File: src/rtl/parameter_pkg.sv
// Shared rename-stage parameters and types used by the free list and its neighbours.
package parameter_pkg;

   localparam int unsigned FREE_REG  = 32;
   localparam int unsigned PHY_WIDTH = 6;
   localparam int unsigned ARCH_REGS = 32;

   typedef logic [PHY_WIDTH-1:0] phys_tag_t;

endpackage

File: src/rtl/free_list_if.sv
// Rename/commit-side signal bundle for the physical-register free list.
interface free_list_if
   import parameter_pkg::*;
#(
   parameter int unsigned DEPTH = FREE_REG,
   parameter int unsigned TAG_W = PHY_WIDTH
);

   localparam int unsigned CNT_W = $clog2(DEPTH) + 1;

   logic             alloc_req;
   logic             alloc_valid;
   logic [TAG_W-1:0] alloc_tag;
   logic             free_valid;
   logic [TAG_W-1:0] free_tag;
   logic             commit_alloc;
   logic             flush;
   logic [CNT_W-1:0] free_count;
   logic             overflow_err;

   modport master (
      output alloc_req, free_valid, free_tag, commit_alloc, flush,
      input  alloc_valid, alloc_tag, free_count, overflow_err
   );

   modport slave (
      input  alloc_req, free_valid, free_tag, commit_alloc, flush,
      output alloc_valid, alloc_tag, free_count, overflow_err
   );

endinterface

File: src/rtl/free_list.sv
// Circular free list of physical register tags with speculative and retired heads.
// Optional same-cycle empty-list bypass of a freed tag: define FREE_LIST_BYPASS_EN.
module free_list
   import parameter_pkg::*;
#(
   parameter int unsigned DEPTH    = FREE_REG,
   parameter int unsigned TAG_W    = PHY_WIDTH,
   parameter int unsigned BASE_TAG = ARCH_REGS
) (
   input logic        clk,
   input logic        rst_n,
   free_list_if.slave fl
);

   localparam int unsigned IDX_W = $clog2(DEPTH);
   localparam int unsigned PTR_W = IDX_W + 1;

   typedef logic [PTR_W-1:0] ptr_t;

   logic [TAG_W-1:0] mem [DEPTH];

   ptr_t spec_head;
   ptr_t retire_head;
   ptr_t tail;
   ptr_t spec_head_nxt;
   ptr_t retire_head_nxt;
   ptr_t tail_nxt;

   logic empty;
   logic full;
   logic bypass_take;
   logic commit_ok;
   logic alloc_fire;
   logic push;
   logic drop;
   logic overflow_q;

   // Slots between retire_head and spec_head are still owned by in-flight
   // instructions, so capacity is measured from retire_head, not spec_head.
   assign empty = (spec_head == tail);
   assign full  = ((tail - retire_head) == ptr_t'(DEPTH));

   always_comb begin
      bypass_take    = 1'b0;
      fl.alloc_valid = !empty && !fl.flush;
      fl.alloc_tag   = mem[spec_head[IDX_W-1:0]];
`ifdef FREE_LIST_BYPASS_EN
      if (empty && fl.free_valid && !fl.flush) begin
         fl.alloc_valid = 1'b1;
         fl.alloc_tag   = fl.free_tag;
         bypass_take    = fl.alloc_req;
      end
`endif
   end

   assign commit_ok  = fl.commit_alloc && (retire_head != spec_head);
   assign alloc_fire = fl.alloc_req && fl.alloc_valid && !bypass_take;
   assign push       = fl.free_valid && !full && !bypass_take;
   assign drop       = fl.free_valid && full && !bypass_take;

   // Flush rewinds to the post-commit retire head so a same-cycle commit is kept.
   assign retire_head_nxt = retire_head + ptr_t'(commit_ok);
   assign spec_head_nxt   = fl.flush ? retire_head_nxt : spec_head + ptr_t'(alloc_fire);
   assign tail_nxt        = tail + ptr_t'(push);

   always_ff @(posedge clk) begin
      if (!rst_n) begin
         spec_head   <= '0;
         retire_head <= '0;
         tail        <= ptr_t'(DEPTH);
         overflow_q  <= 1'b0;
         for (int unsigned i = 0; i < DEPTH; i++) begin
            mem[i] <= TAG_W'(BASE_TAG + i);
         end
      end else begin
         spec_head   <= spec_head_nxt;
         retire_head <= retire_head_nxt;
         tail        <= tail_nxt;
         if (drop) begin
            overflow_q <= 1'b1;
         end
         if (push) begin
            mem[tail[IDX_W-1:0]] <= fl.free_tag;
         end
      end
   end

   assign fl.free_count   = tail - spec_head;
   assign fl.overflow_err = overflow_q;

endmodule

File: src/flat_wrapper.sv
// flat-port wrapper written by rule: the top's interface ports become plain ports
module free_list_flat import parameter_pkg::*;
#(
   parameter int unsigned DEPTH    = FREE_REG,
   parameter int unsigned TAG_W    = PHY_WIDTH,
   parameter int unsigned BASE_TAG = ARCH_REGS
)
  (clk, rst_n, fl_alloc_req, fl_free_valid, fl_free_tag, fl_commit_alloc, fl_flush, fl_alloc_valid, fl_alloc_tag, fl_free_count, fl_overflow_err);
  free_list_if #(.DEPTH(DEPTH), .TAG_W(TAG_W)) fl_i ();
  input logic clk;
  input logic rst_n;
  input wire logic [$bits(fl_i.alloc_req)-1:0] fl_alloc_req;
  input wire logic [$bits(fl_i.free_valid)-1:0] fl_free_valid;
  input wire logic [$bits(fl_i.free_tag)-1:0] fl_free_tag;
  input wire logic [$bits(fl_i.commit_alloc)-1:0] fl_commit_alloc;
  input wire logic [$bits(fl_i.flush)-1:0] fl_flush;
  output wire logic [$bits(fl_i.alloc_valid)-1:0] fl_alloc_valid;
  output wire logic [$bits(fl_i.alloc_tag)-1:0] fl_alloc_tag;
  output wire logic [$bits(fl_i.free_count)-1:0] fl_free_count;
  output wire logic [$bits(fl_i.overflow_err)-1:0] fl_overflow_err;
  assign fl_i.alloc_req = fl_alloc_req;
  assign fl_i.free_valid = fl_free_valid;
  assign fl_i.free_tag = fl_free_tag;
  assign fl_i.commit_alloc = fl_commit_alloc;
  assign fl_i.flush = fl_flush;
  assign fl_alloc_valid = fl_i.alloc_valid;
  assign fl_alloc_tag = fl_i.alloc_tag;
  assign fl_free_count = fl_i.free_count;
  assign fl_overflow_err = fl_i.overflow_err;
  free_list #(.DEPTH(DEPTH), .TAG_W(TAG_W), .BASE_TAG(BASE_TAG)) u_core (.clk(clk), .rst_n(rst_n), .fl(fl_i));
endmodule
File: config.mk
export PLATFORM = sky130hd
export DESIGN_NAME = free_list_flat
export DESIGN_NICKNAME = d
export VERILOG_FILES = /design/src/rtl/parameter_pkg.sv /design/src/rtl/free_list_if.sv /design/src/rtl/free_list.sv /design/src/flat_wrapper.sv
export SDC_FILE = /design/constraint.sdc
export NUM_CORES = 1
export LEC_CHECK = 0
export ABC_AREA = 1
export BUFFER_PORTS_ARGS = -buffer_cell sky130_fd_sc_hd__buf_2
export CELL_PAD_IN_SITES_DETAIL_PLACEMENT = 1
export CELL_PAD_IN_SITES_GLOBAL_PLACEMENT = 1
export CORE_MARGIN = 2
export CORE_UTILIZATION = 45
export DETAILED_ROUTE_END_ITERATION = 10
export GPL_TIMING_DRIVEN = 0
export PLACE_DENSITY = 0.78
export RECOVER_POWER = 25
export REMOVE_ABC_BUFFERS = 1
export SLEW_MARGIN = 20
export SYNTH_ARGS = -nofsm -noshare
export SYNTH_HDL_FRONTEND = slang
export SYNTH_SLANG_ARGS = --single-unit
File: constraint.sdc
create_clock -name clk -period 2.9 [get_ports clk]
set_input_delay 0.58 -clock clk [delete_from_list [all_inputs] [get_ports clk]]
set_output_delay 0.58 -clock clk [all_outputs]
set_load 0.01 [all_outputs]
==> results.md <==
* WHS Path Cells at 3
* Layout area overhead at 19.1%
* Vias in the first global route at 9267
* Drt total wl at 37600 um
* Period utilization at 1.01
* Routed Antenna Nets at 0
* First drt pass iteration count at 5
* Failing checks: negative setup slack
* IO buf count at 25
* Number of I/O pins at 26
* Arrival @ worst endpoint at 2.34 ns
* Gr usage total at 0.296
* Initial Utilization at 0.454
* First-pass GRT wire length at 54100 um
* Initial antenna violation count at 1
* Maxcap violations at 0
* CP startpoint kind: flip-flop
* CTS tree: done
* Slew headroom at 0.293
* Critical Path End Type: output port
* Vias at 9070
* Hold path startpoint: fl_free_tag[1]
* Yosys top cell area share at 0.544
* Min Tclk post-route at 2.92 ns
* Worst reg2reg setup slack at 0.16 ns
* Final Wtd Congestion at 0.802
* Final clock skew at 0.0240 ns
* Worst-path maximum fanout at 8
* Worst setup margin at -0.0162 ns
* Max-slew violations at 0
* Num CTS Buffers at 24
* Die Wd at 157 um
* Register area share after synthesis at 0.580
* DRT iter0 DRCs at 723
* DP Wirelength at 19500 um
* CTS max path bufs at 3
* Routed len/inst at 24.5 um
* WP data required at 2.32 ns
* Sink Count at 211
* # DRC at 0
* RR Startpoint: u_core.tail[2]$_SDFF_PN0_
* Total Power at 8.94 mW
* Commonest non-fill, non-tap cell in the layout: nor2_1
* Cells after DPL at 1441
* Mapped Cells at 1170
* Post-synthesis cell area at 10600 um2
* CTS Hold Buffers Added at 0
* Type of the tightest min-delay check: input pin to flip-flop
* CORE AREA at 23300 um2
* Distinct cells, synth at 38
* #FFs+latches synth at 211
* RSZ-0062 raised after global routing: yes
* RR Endpoint: u_core.tail[4]$_SDFF_PN0_
* Clk slew on worst S/H paths at 0.06 ns
* Final Hold Vio Count at 0
* F_max at 343 MHz
* Pwr dens at 708 nW/um2
* Most frequent cells in the layout: 241 x nor2_1, 226 x nand2_1, 192 x edfxtp_1
* Filler instances at 2598
* Fin util at 0.541
* Setup Viol. Count Final at 1
* Final Net Count at 1227
* Maximum vdd drop at 658 uV
* DR vias/cell at 5.90
* Status: finished with violations
* Worst-Margin Slew at 1.06 ns
* Grt ovf at 0
* CP endpoint: fl_alloc_tag[1]
* Clock latency at the later pin of the worst-skew pair at 0.53 ns
* Kind of critical path: flip-flop to output port
* Largest net degree at the start of global routing at 50
* Root Buffer Master: clkbuf_16
* Worst-case reg-to-reg path depth at 15
* H-tree levels at 1
* Synth top area cells: edfxtp_1 54%, nor2_1 8.7%, nand2_1 8.2%
* Crit path from: u_core.spec_head[0]$_SDFF_PN0_
* Syn Area/Cell at 9.06 um2
* Leakage dissipation at 4.26 nW
* Die ar. at 24800 um2
* Synth warn at 0
* Layout cells sized above 1 at 0.159
* Fin cells at 1536
* Synth area leader: edfxtp_1
* Die height at 157 um
* Row count at 56
* Worst hold margin at 0.396 ns
synthesized netlist by cell type (all sizes together):
cell type / count
a211oi: 1
a21oi: 19
a221oi: 1
a22oi: 1
a31oi: 1
a41oi: 1
and2: 1
buf: 22
clkbuf: 55
clkinv: 2
dfxtp: 19
edfxtp: 192
fa: 1
ha: 16
inv: 89
nand2: 232
nand3: 47
nand3b: 1
nand4: 38
nor2: 273
nor3: 2
nor4: 1
o211ai: 12
o21ai: 100
o221ai: 12
o22ai: 16
or2: 1
or3: 1
xnor2: 5
xor2: 8
registers in the layout, indices dropped and copies added (netlist names):
name,count
u_core.fl.overflow_err,1
u_core.mem,192
u_core.spec_head,6
u_core.retire_head,6
u_core.tail,6
metrics by stage:
stage | instance area [um2] | setup WS [ns] | setup TNS, ns
after floorplan | 10300 | -2.39 | -42.07
after global placement | 10800 | -5.89 | -178.25
after detailed placement | 10900 | -0.805 | -74.24
after CTS | 12200 | 0.00499 | 0
after global routing | 12600 | -0.0741 | -0.290
final | 12600 | -0.0162 | -0.0162
metal layers:
layer	GRT usage	share of wire
met4	0.121	0.036
met1	0.377	0.40
met3	0.0556	0.082
met2	0.496	0.49
met5	0	0
worst max-delay path, cell delays in order (launching register included):
cell,delay [ns]
dfxtp_4,0.40
buf_16,0.22
clkinv_16,0.10
o21ai_4,0.16
o211ai_1,0.16
nand3_1,0.14
nand4_1,0.27
nand2_1,0.16
inv_1,0.06
buf_6,0.11
timing repair:
item	CTS	global route
buffers inserted	22	17
endpoints found under the hold margin	0	0
cloned	5	6
pin swaps	2	15
gates resized for setup	28	70
endpoints found under the setup margin	236	188
area by class of cell:
cell class | instances | area, um2 | area share
multi-input cells | 793 | 3990 | 0.316
well taps | 319 | 399 | 0.0316
inverters | 91 | 410 | 0.0325
repair buffers | 71 | 791 | 0.0626
repair inverters | 6 | 82.6 | 0.00654
clock inverters | 11 | 104 | 0.00822
diodes | 1 | 2.50 | 0.000198
clock buffers | 33 | 686 | 0.0543
flip-flops and latches | 211 | 6170 | 0.488
power by group:
part | leakage [nW] | internal [mW] | total [mW] | switching, mW
logic | 2.12 | 0.727 | 2.36 | 1.64
registers | 1.75 | 3.42 | 3.49 | 0.0789
clock network | 0.388 | 1.82 | 3.08 | 1.26
total | 4.26 | 5.97 | 8.94 | 2.98
worst min path at each step:
stage	to	slack, ns
floorplan	u_core.fl.overflow_err$_SDFFE_PN0P_	0.47
global placement	u_core.fl.overflow_err$_SDFFE_PN0P_	0.44
detailed placement	u_core.fl.overflow_err$_SDFFE_PN0P_	0.45
CTS	u_core.mem[7][1]$_SDFFCE_PN1P_	0.39
global route	u_core.mem[6][1]$_SDFFCE_PN1P_	0.41
finish	u_core.mem[7][1]$_SDFFCE_PN1P_	0.40
kinds of logic (layout without fill, tap and decap cells):
logic type	Yosys count	in the layout	share of synthesized area
DFF	211	211	0.580
AOI/OAI and AO/OA	164	164	0.0877
and+or+nand+nor	597	599	0.238
buffers and inverters	168	212	0.0634
xor gates and xnor gates	13	13	0.0107
adders and majority gates	17	17	0.0208
other	0	1	0
Power figures use the tool's default switching activity.
